### src/rtl/rrp_arbiter_wrr_if.sv
// Channel-side and downstream-side signal bundle of the weighted round-robin arbiter.
// slave = the arbiter's view, master = the view of the logic around it.
interface rrp_arbiter_wrr_if #(
    parameter int WIDTH      = 4,
    parameter int DATA_WIDTH = 32
);
    localparam int ID_WIDTH = $clog2(WIDTH);

    logic [WIDTH-1:0]            CH_ENABLE;
    logic [WIDTH-1:0]            WRITE_REQ;
    logic [WIDTH-1:0]            HOLD_REQ;
    logic [WIDTH*DATA_WIDTH-1:0] DATA_IN;
    logic [WIDTH-1:0]            READ_GRANT;
    logic                        READY_OUT;
    logic                        WRITE_OUT;
    logic [DATA_WIDTH-1:0]       DATA_OUT;
    logic                        GRANT_VALID;
    logic [ID_WIDTH-1:0]         GRANT_ID;
    logic                        HOLD_TIMEOUT_ERR;

    modport slave (
        input  CH_ENABLE, WRITE_REQ, HOLD_REQ, DATA_IN, READY_OUT,
        output READ_GRANT, WRITE_OUT, DATA_OUT, GRANT_VALID, GRANT_ID, HOLD_TIMEOUT_ERR
    );

    modport master (
        output CH_ENABLE, WRITE_REQ, HOLD_REQ, DATA_IN, READY_OUT,
        input  READ_GRANT, WRITE_OUT, DATA_OUT, GRANT_VALID, GRANT_ID, HOLD_TIMEOUT_ERR
    );
endinterface

### src/rtl/rrp_arbiter_wrr.sv
// Round-robin arbiter merging WIDTH FWFT word streams into one registered output.
// A grant lasts until the channel is disabled, drains, hits its burst limit
// (unless holding) or holds an empty FIFO for HOLD_TIMEOUT cycles. Every
// release passes through IDLE, giving a one-cycle bubble between grants.
module rrp_arbiter_wrr #(
    parameter int WIDTH        = 4,
    parameter int DATA_WIDTH   = 32,
    parameter int BURST_MAX    = 16,
    parameter int HOLD_TIMEOUT = 255
) (
    input logic              CLK,
    input logic              RST_N,
    rrp_arbiter_wrr_if.slave bus
);
    localparam int IW = $clog2(WIDTH);
    localparam int BW = (BURST_MAX == 0) ? 1 : $clog2(BURST_MAX + 1);
    localparam int TW = $clog2(HOLD_TIMEOUT + 1);
    localparam logic [BW-1:0] BURST_LIM   = BW'(BURST_MAX);
    localparam logic [TW-1:0] TIMEOUT_LIM = TW'(HOLD_TIMEOUT);
    localparam logic          BURST_ON    = (BURST_MAX != 0);

    typedef enum logic {
        ST_IDLE,
        ST_GRANT
    } state_t;

    state_t                state;
    logic [IW-1:0]         cur;
    logic [IW-1:0]         last_ptr;
    logic [BW-1:0]         burst_cnt;
    logic [TW-1:0]         timeout_cnt;
    logic                  write_out_q;
    logic [DATA_WIDTH-1:0] data_out_q;
    logic                  timeout_err_q;

    logic [DATA_WIDTH-1:0] ch_data [WIDTH];
    logic [WIDTH-1:0]      cand;
    logic                  pick_valid;
    logic [IW-1:0]         pick;
    logic [IW-1:0]         scan_idx;
    logic                  cur_en, cur_req, cur_hold;
    logic                  rel_en, rel_empty, rel_burst, rel_timeout;
    logic                  release_now;
    logic                  pop;
    logic [WIDTH-1:0]      read_grant;

    for (genvar k = 0; k < WIDTH; k++) begin : g_ch_data
        assign ch_data[k] = bus.DATA_IN[k*DATA_WIDTH +: DATA_WIDTH];
    end

    assign cand     = bus.WRITE_REQ & bus.CH_ENABLE;
    assign cur_en   = bus.CH_ENABLE[cur];
    assign cur_req  = bus.WRITE_REQ[cur];
    assign cur_hold = bus.HOLD_REQ[cur];

    // Release conditions of the owning channel; disable wins over hold.
    assign rel_en      = ~cur_en;
    assign rel_empty   = ~cur_hold & ~cur_req;
    assign rel_burst   = ~cur_hold & BURST_ON & (burst_cnt == BURST_LIM);
    assign rel_timeout = cur_en & cur_hold & (timeout_cnt == TIMEOUT_LIM);
    assign release_now = (state == ST_GRANT) & (rel_en | rel_empty | rel_burst | rel_timeout);

    // A pop never happens in the cycle the grant is being released.
    assign pop = (state == ST_GRANT) & cur_req & bus.READY_OUT & cur_en & ~release_now;

    // Round-robin pick: first candidate after the last owner, wrapping around.
    always_comb begin
        // NOTE: every variable gets a default before the loop so no latch is inferred.
        pick_valid = 1'b0;
        pick       = '0;
        scan_idx   = '0;
        for (int i = 1; i <= WIDTH; i++) begin
            scan_idx = IW'((int'(last_ptr) + i) % WIDTH);
            if (!pick_valid && cand[scan_idx]) begin
                pick_valid = 1'b1;
                pick       = scan_idx;
            end
        end
    end

    // Pop strobe back to the owning channel FIFO, one-hot or zero.
    always_comb begin
        read_grant      = '0;
        read_grant[cur] = pop;
    end

    // Arbitration FSM with its counters and the registered output stage.
    always_ff @(posedge CLK or negedge RST_N) begin
        // NOTE: state is written with non-blocking assignments so every flop samples pre-edge values.
        if (!RST_N) begin
            state         <= ST_IDLE;
            cur           <= '0;
            last_ptr      <= IW'(WIDTH - 1);
            burst_cnt     <= '0;
            timeout_cnt   <= '0;
            write_out_q   <= 1'b0;
            data_out_q    <= '0;
            timeout_err_q <= 1'b0;
        end else begin
            write_out_q   <= pop;
            timeout_err_q <= release_now & rel_timeout;
            if (pop) begin
                data_out_q <= ch_data[cur];
            end
            case (state)
                ST_IDLE: begin
                    if (pick_valid) begin
                        state       <= ST_GRANT;
                        cur         <= pick;
                        burst_cnt   <= '0;
                        timeout_cnt <= '0;
                    end
                end
                ST_GRANT: begin
                    if (release_now) begin
                        state       <= ST_IDLE;
                        last_ptr    <= cur;
                        burst_cnt   <= '0;
                        timeout_cnt <= '0;
                    end else begin
                        if (pop && burst_cnt != BURST_LIM) begin
                            burst_cnt <= burst_cnt + 1'b1;
                        end
                        if (pop || !cur_hold) begin
                            timeout_cnt <= '0;
                        end else if (!cur_req && timeout_cnt != TIMEOUT_LIM) begin
                            timeout_cnt <= timeout_cnt + 1'b1;
                        end
                    end
                end
                default: state <= ST_IDLE;
            endcase
        end
    end

    assign bus.READ_GRANT       = read_grant;
    assign bus.WRITE_OUT        = write_out_q;
    assign bus.DATA_OUT         = data_out_q;
    assign bus.GRANT_VALID      = (state == ST_GRANT);
    assign bus.GRANT_ID         = cur;
    assign bus.HOLD_TIMEOUT_ERR = timeout_err_q;
endmodule

### src/flat_wrapper.sv
// flat-port wrapper written by rule: the top's interface ports become plain ports
module rrp_arbiter_wrr_flat 
#(
    parameter int WIDTH        = 4,
    parameter int DATA_WIDTH   = 32,
    parameter int BURST_MAX    = 16,
    parameter int HOLD_TIMEOUT = 255
)
  (CLK, RST_N, bus_CH_ENABLE, bus_WRITE_REQ, bus_HOLD_REQ, bus_DATA_IN, bus_READY_OUT, bus_READ_GRANT, bus_WRITE_OUT, bus_DATA_OUT, bus_GRANT_VALID, bus_GRANT_ID, bus_HOLD_TIMEOUT_ERR);
  rrp_arbiter_wrr_if #(.WIDTH(WIDTH), .DATA_WIDTH(DATA_WIDTH)) bus_i ();
  input logic CLK;
  input logic RST_N;
  input wire logic [$bits(bus_i.CH_ENABLE)-1:0] bus_CH_ENABLE;
  input wire logic [$bits(bus_i.WRITE_REQ)-1:0] bus_WRITE_REQ;
  input wire logic [$bits(bus_i.HOLD_REQ)-1:0] bus_HOLD_REQ;
  input wire logic [$bits(bus_i.DATA_IN)-1:0] bus_DATA_IN;
  input wire logic [$bits(bus_i.READY_OUT)-1:0] bus_READY_OUT;
  output wire logic [$bits(bus_i.READ_GRANT)-1:0] bus_READ_GRANT;
  output wire logic [$bits(bus_i.WRITE_OUT)-1:0] bus_WRITE_OUT;
  output wire logic [$bits(bus_i.DATA_OUT)-1:0] bus_DATA_OUT;
  output wire logic [$bits(bus_i.GRANT_VALID)-1:0] bus_GRANT_VALID;
  output wire logic [$bits(bus_i.GRANT_ID)-1:0] bus_GRANT_ID;
  output wire logic [$bits(bus_i.HOLD_TIMEOUT_ERR)-1:0] bus_HOLD_TIMEOUT_ERR;
  assign bus_i.CH_ENABLE = bus_CH_ENABLE;
  assign bus_i.WRITE_REQ = bus_WRITE_REQ;
  assign bus_i.HOLD_REQ = bus_HOLD_REQ;
  assign bus_i.DATA_IN = bus_DATA_IN;
  assign bus_i.READY_OUT = bus_READY_OUT;
  assign bus_READ_GRANT = bus_i.READ_GRANT;
  assign bus_WRITE_OUT = bus_i.WRITE_OUT;
  assign bus_DATA_OUT = bus_i.DATA_OUT;
  assign bus_GRANT_VALID = bus_i.GRANT_VALID;
  assign bus_GRANT_ID = bus_i.GRANT_ID;
  assign bus_HOLD_TIMEOUT_ERR = bus_i.HOLD_TIMEOUT_ERR;
  rrp_arbiter_wrr #(.WIDTH(WIDTH), .DATA_WIDTH(DATA_WIDTH), .BURST_MAX(BURST_MAX), .HOLD_TIMEOUT(HOLD_TIMEOUT)) u_core (.CLK(CLK), .RST_N(RST_N), .bus(bus_i));
endmodule
### config.mk
export PLATFORM = sky130hd
export DESIGN_NAME = rrp_arbiter_wrr_flat
export DESIGN_NICKNAME = d
export VERILOG_FILES = /design/src/rtl/rrp_arbiter_wrr_if.sv /design/src/rtl/rrp_arbiter_wrr.sv /design/src/flat_wrapper.sv
export SDC_FILE = /design/constraint.sdc
export NUM_CORES = 1
export LEC_CHECK = 0
export CORE_ASPECT_RATIO = 0.75
export CORE_MARGIN = 2
export CORE_UTILIZATION = 43
export DETAILED_ROUTE_END_ITERATION = 8
export GPL_TIMING_DRIVEN = 0
export HOLD_SLACK_MARGIN = 0.06
export PLACE_DENSITY = 0.87
export SETUP_SLACK_MARGIN = 0.1
export SYNTH_ARGS = -nofsm -noshare
export SYNTH_HDL_FRONTEND = slang
export SYNTH_SLANG_ARGS = --single-unit
### constraint.sdc
create_clock -name CLK -period 5.9 [get_ports CLK]
set_input_delay 0.885 -clock CLK [delete_from_list [all_inputs] [get_ports CLK]]
set_output_delay 0.885 -clock CLK [all_outputs]
set_load 0.03 [all_outputs]
Yosys cells after proc, flatten, opt, wreduce, memory -nomap -nowiden
Index checks and enable logic that the tools add are counted.
{"block": "classes", "n_addsub": 6, "mul": 0, "n_div": 0, "magnitude_cmp": 7, "n_eq_ne": 7, "shift": 0, "mux": 39, "bitwise_logic": 21, "reduce_logical": 16}
{"operator": "32-bit binary-select mux with 2-bit select", "n": 1}
{"operator": "32-bit two-way mux", "n": 2}
{"operator": "8-bit two-way mux", "n": 4}
{"operator": "8-bit case mux with 2 select lines", "n": 1}
{"operator": "2-bit by 3-bit < comparator with 1-bit output, second input constant", "n": 5}
{"operator": "5-bit two-way mux", "n": 3}
{"operator": "1-bit binary-select mux with 2-bit select", "n": 7}
{"operator": "1-bit two-way mux", "n": 14}
{"operator": "1-bit AND", "n": 10}
{"operator": "5-bit case mux with 2 select lines", "n": 1}
{"operator": "8-bit by 1-bit adder with 8-bit output, second input constant", "n": 1}
{"operator": "4-bit AND", "n": 2}
{"operator": "8-bit equality test, second input constant", "n": 1}
{"operator": "2-bit two-way mux", "n": 4}
{"operator": "8-bit != test, second input constant", "n": 1}
{"operator": "2-bit AND reduction", "n": 4}
{"operator": "1-bit logical AND", "n": 6}
{"operator": "5-bit by 1-bit adder with 5-bit output, second input constant", "n": 1}
{"operator": "5-bit equality test, second input constant", "n": 1}
{"operator": "1-bit zero test", "n": 5}
{"operator": "5-bit != test, second input constant", "n": 1}
{"operator": "1-bit NOT", "n": 5}
{"operator": "2-bit by 1-bit adder with 2-bit output, second input constant", "n": 2}
{"operator": "2-bit adder, second input constant", "n": 2}
{"operator": "other kinds (10)", "n": 12}
{"block": "word_totals", "regBits": 52, "latch_bits": 0, "ramBits": 0, "mem_bits_ro": 0, "in_bits": 143, "output_inout_bits": 41, "word_cells": 104, "memories": 0}

Longest topological paths before layout
{"block": "logic_depth", "depth_word": 15, "ltp_mapped": 8, "mapped_depth_nobuf": 7}

Worst setup path before layout
OpenSTA, ideal clock, no wires.
{"block": "synth_path", "path_kind": "input to output", "from": "input bus_WRITE_REQ[2]", "to": "output bus_READ_GRANT[0]", "arrival_ps": 2498, "required_ps": 5015, "slack_ps": 2517, "path_stages": 4, "n_path_buf": 0, "path_cell_list": "inv_1 o32a_1 o311a_4 nor4_1"}
{"block": "synth_via", "elab_chain_len": 11}
{"element": "start: declaration", "line": "flat_wrapper.sv:14", "text": "input wire logic [$bits(bus_i.WRITE_REQ)-1:0] bus_WRITE_REQ;"}
{"element": "1-bit binary-select mux with 2-bit select *", "line": "rrp_arbiter_wrr.sv:53", "text": "assign cur_req = bus.WRITE_REQ[cur];"}
{"element": "1-bit two-way mux (not written as such) *", "line": "rrp_arbiter_wrr.sv:53"}
{"element": "1-bit NOT", "line": "rrp_arbiter_wrr.sv:58", "text": "assign rel_empty = ~cur_hold & ~cur_req;"}
{"element": "1-bit AND", "line": "rrp_arbiter_wrr.sv:58"}
{"element": "1-bit bitwise OR (3 in series)", "line": "rrp_arbiter_wrr.sv:61", "text": "assign release_now = (state == ST_GRANT) & (rel_en | rel_empty | rel_burst | rel_timeout);"}
{"element": "1-bit AND", "line": "rrp_arbiter_wrr.sv:61"}
{"element": "1-bit NOT", "line": "rrp_arbiter_wrr.sv:64", "text": "assign pop = (state == ST_GRANT) & cur_req & bus.READY_OUT & cur_en & ~release_now;"}
{"element": "1-bit AND *", "line": "rrp_arbiter_wrr.sv:64"}
{"element": "4-bit AND (no line) *"}
{"element": "end: declaration", "line": "flat_wrapper.sv:18", "text": "output wire logic [$bits(bus_i.READ_GRANT)-1:0] bus_READ_GRANT;"}
Mark *: on every way between the ends. The rest lies on a longest branch, timed or not. The select of a mux whose other input is x is not followed.

Final worst setup path
{"block": "layout_path", "from": "input bus_WRITE_REQ[2]", "to": "output bus_READ_GRANT[1]"}
{"block": "layout_via", "elab_chain_len": 11}
{"element": "1-bit binary-select mux with 2-bit select *", "line": "rrp_arbiter_wrr.sv:53"}
{"element": "1-bit two-way mux (not written as such) *", "line": "rrp_arbiter_wrr.sv:53"}
{"element": "1-bit NOT", "line": "rrp_arbiter_wrr.sv:58"}
{"element": "1-bit AND", "line": "rrp_arbiter_wrr.sv:58"}
{"element": "1-bit bitwise OR (3 in series)", "line": "rrp_arbiter_wrr.sv:61"}
{"element": "1-bit AND", "line": "rrp_arbiter_wrr.sv:61"}
{"element": "1-bit NOT", "line": "rrp_arbiter_wrr.sv:64"}
{"element": "1-bit AND *", "line": "rrp_arbiter_wrr.sv:64"}
{"element": "net u_core.pop", "line": "rrp_arbiter_wrr.sv:44", "text": "logic pop;"}
{"element": "4-bit AND (no line) *"}
Mark *: on every way through the listed nets, which the timed path passes. The rest lies on a longest branch. The select of a mux whose other input is x is not followed.

==> summary.md <==
| Metric | Value |
|---|---|
| Clk root buf | `clkbuf_8` |
| WL/cell | `between 15 and 20 microns` |
| PD cells | `409.6 nW/um^2` |
| CP Launch Type | `input pin` |
| Placed Area | `around 5400 sq um` |
| CTS tree | `yes` |
| Syn Inst Count | `~260` |
| Status | `finished, final reports clean` |
| Core Region | `7812 sq um` |
| # nets final | `between 500 and 600` |
| Synth cell types | `a little under 50` |
| Most frequent CP cell | `clkdlybuf4s50_1` |
| Critical path arrival | `between 3 and 4 ns` |
| Fmax | `~230 MHz` |
| Post-route cell area | `about 5500 sq um` |
| Slowest library cell on the worst path | `clkdlybuf4s50_1` |
| Top-area cell type share of the netlist area | `0.3664` |
| Area grow syn2layout | `60.50%` |
| Top post-synthesis cells by area | `dfrtp_1 37%, mux4_2 22%, mux2_4 12%` |
| CP Data Required Time | `~5 ns` |
| Inserted Diodes | `0` |
| Clock buffer depth | `2` |
| GRT Util Overall | `0.2316` |
| Syn. warnings | `0` |
| Total Neg Setup Slack | `0 ns` |
| Mean post-synth cell area | `~13 sq um` |
| Drt first pass iters | `4` |
| Crit end category | `output port` |
| Hold Crit Class | `register to register` |
| Post-CTS Setup Bufs | `0` |
| Antenna Violating Nets Remaining | `0` |
| Crit path max fanout | `10` |
| Seq cells post-synth | `52` |
| Unrepaired setup endpoints after global routing | `no` |
| Critical path class | `input pin to output port` |
| Grt total ovfl | `0` |
| DIE AREA | `a little under 9000 sq um` |
| Leakage power | `approximately 2.2 nW` |
| PostCTS Resize Cnt | `0` |
| Hold_buf cts | `0` |
| Die span in y | `81.17 microns` |
| Ports | `184` |
| Number of setup violations in the final report | `0` |
| Initial antenna violation count | `0` |
| Row count | `28` |
| DP HPWL | `8046 microns` |
| Drt total wl | `a little under 10000 microns` |
| Layout cells sized above 1 | `0.2192` |
| Die Wd | `between 100 and 150 microns` |
| Buffer and inverter count on the worst path | `4` |
| Slew margin rel. | `0.5169` |
| Async set-reset flop share out of synthesis | `1.000` |
| Seq/Total Area, Yosys | `0.3818` |
| Hold WS | `between 0.5 and 0.6 ns` |
| Ys flop type | `dfrtp_1` |
| Routed vias | `about 3000` |
| Final period util | `0.7494` |
| Clock Skew | `~0.01 ns` |
| DR vias/cell | `about 5.4` |
| Min Tclk post-route | `about 4.4 ns` |
| Place WS | `roughly 1.4 ns` |
| Largest net degree at the start of global routing | `33` |
| EDFF count, synth | `0` |
| Tightest Pin Transition | `roughly 0.72 ns` |
| Clock Latency Late Sink | `roughly 0.30 ns` |
| Final hold viol count | `0` |
| Max Cap Viol | `0` |
| Vias in the first global route | `between 3000 and 4000` |
| First-pass GRT wire length | `between 15000 and 20000 microns` |
| CTS buffer count | `5` |
| Worst path cell trace | `clkdlybuf4s50_1, inv_1, o32a_1, o311a_4, nor2_4, buf_6, and3_1, clkdlybuf4s50_1` |
| Initial Utilization | `0.4371` |
| Drt drc | `0` |
| Syn nets | `roughly 400` |
| Routability cong. | `0.8852` |
| Peak supply drop | `roughly 0.21 mV` |
| Clk slew on worst S/H paths | `~0.090 ns` |
| TritonCTS Sinks | `52` |
| Pwr Total | `roughly 2.2 mW` |
| Max Slew Vio Count | `0` |
| CP max stage delay | `about 0.67 ns` |
| Initial detailed-routing violation count | `roughly 140` |
| Worst setup slack after layout | `around 1.5 ns` |
| Mapped Area | `3415 sq um` |
| Crit-path leading delay family | `buffers and inverters` |
| IO buf count | `about 180` |
| Cell accounting for the most synthesized area | `dfrtp_1` |
| Htree depth | `2` |
==> state kept, by name, indices dropped and copies added (netlist names) <==
| signal | count |
|---|---|
| u_core.burst_cnt | 5 |
| u_core.bus.DATA_OUT | 32 |
| u_core.bus.GRANT_ID | 2 |
| u_core.bus.GRANT_VALID | 1 |
| u_core.bus.HOLD_TIMEOUT_ERR | 1 |
| u_core.bus.WRITE_OUT | 1 |
| u_core.last_ptr | 2 |
| u_core.timeout_cnt | 8 |
==> path summary, 6_finish.rpt <==
| kind | from | endpoint | slack (ns) | cells after the start |
|---|---|---|---|---|
| worst max-delay path | bus_WRITE_REQ[2] | bus_READ_GRANT[1] | 1.48 | 8 |
| worst min-delay path | u_core.bus.DATA_OUT[4] | u_core.bus.DATA_OUT[4] | 0.51 | 1 |
| worst max register to register | u_core.burst_cnt[0] | u_core.burst_cnt[1] | 3.39 | 7 |
| worst min register to register | u_core.bus.DATA_OUT[4] | u_core.bus.DATA_OUT[4] | 0.51 | 1 |
| max in group asynchronous | RST_N | u_core.last_ptr[1] | 4.75 | 2 |
| min in group asynchronous | RST_N | u_core.bus.DATA_OUT[29] | 0.54 | 1 |
==> cell usage in the layout (no fill, tap or decap), types with 7 or more instances in the layout <==
cell type	count
a21oi_1	7
clkdlybuf4s50_1	182
dfrtp_1	50
mux2_2	8
mux2_4	27
mux4_2	34
nand2_1	15
nand3_1	9
nor2_1	13
o21ai_0	9
==> synth_stat cells, types with 4 or more instances <==
library cell	count
a21oi_1	7
and3_1	5
buf_2	5
buf_6	4
clkbuf_1	4
dfrtp_1	50
inv_1	6
mux2_2	8
mux2_4	27
mux4_2	34
nand2_1	15
nand3_1	9
nand4_1	5
nor2_1	13
o21ai_0	9
o31ai_1	4
==> power by group <==
part	leakage (nW)	internal [mW]	switching, mW	total [mW]
Clock	0.0479	0.0830	0.117	0.199
Combinational	1.46	0.760	0.701	1.46
Sequential	0.654	0.494	0.0905	0.585
Total	2.16	1.34	0.908	2.24
==> layout make-up <==
cell class | instances | area [sq um]
buffer | 13 | 85.08
clock buffer | 5 | 68.82
clock inverter | 3 | 18.77
fill | 567 | 2332
inverter | 6 | 22.52
multi-input combinational | 184 | 2003
sequential | 52 | 1304
tap | 105 | 131.4
timing repair buffer | 184 | 1847
==> layer usage <==
metal  vias up  track usage  wire length, microns
met5         -            0                     0
met4         0      0.05714                   108
met3        10      0.04896                   635
met2       140       0.4331                  5056
met1      1450       0.2751                  3990
li1       1395            -                     -
==> cells by family (layout without fill, tap and decap cells) <==
| group | Yosys count | after routing | share of synthesized area |
|---|---|---|---|
| flip-flops | 52 | 52 | 0.3818 |
| AO/OA/AOI/OAI | 40 | 40 | 0.08428 |
| AND/OR/NAND/NOR | 67 | 67 | 0.1085 |
| XOR/XNOR | 3 | 3 | 0.007697 |
| buffers and inverters | 19 | 211 | 0.03151 |
| adder cells (fa/ha/maj) | 3 | 3 | 0.01099 |
| multiplexers | 71 | 71 | 0.3752 |
==> through the flow <==
stage                 util  std cells
finish              0.7015        552
global route        0.7015        552
CTS                 0.7015        552
detailed placement  0.6903        544
global placement    0.6883        543
floorplan                -        255
(Power assumes the default switching activity.)
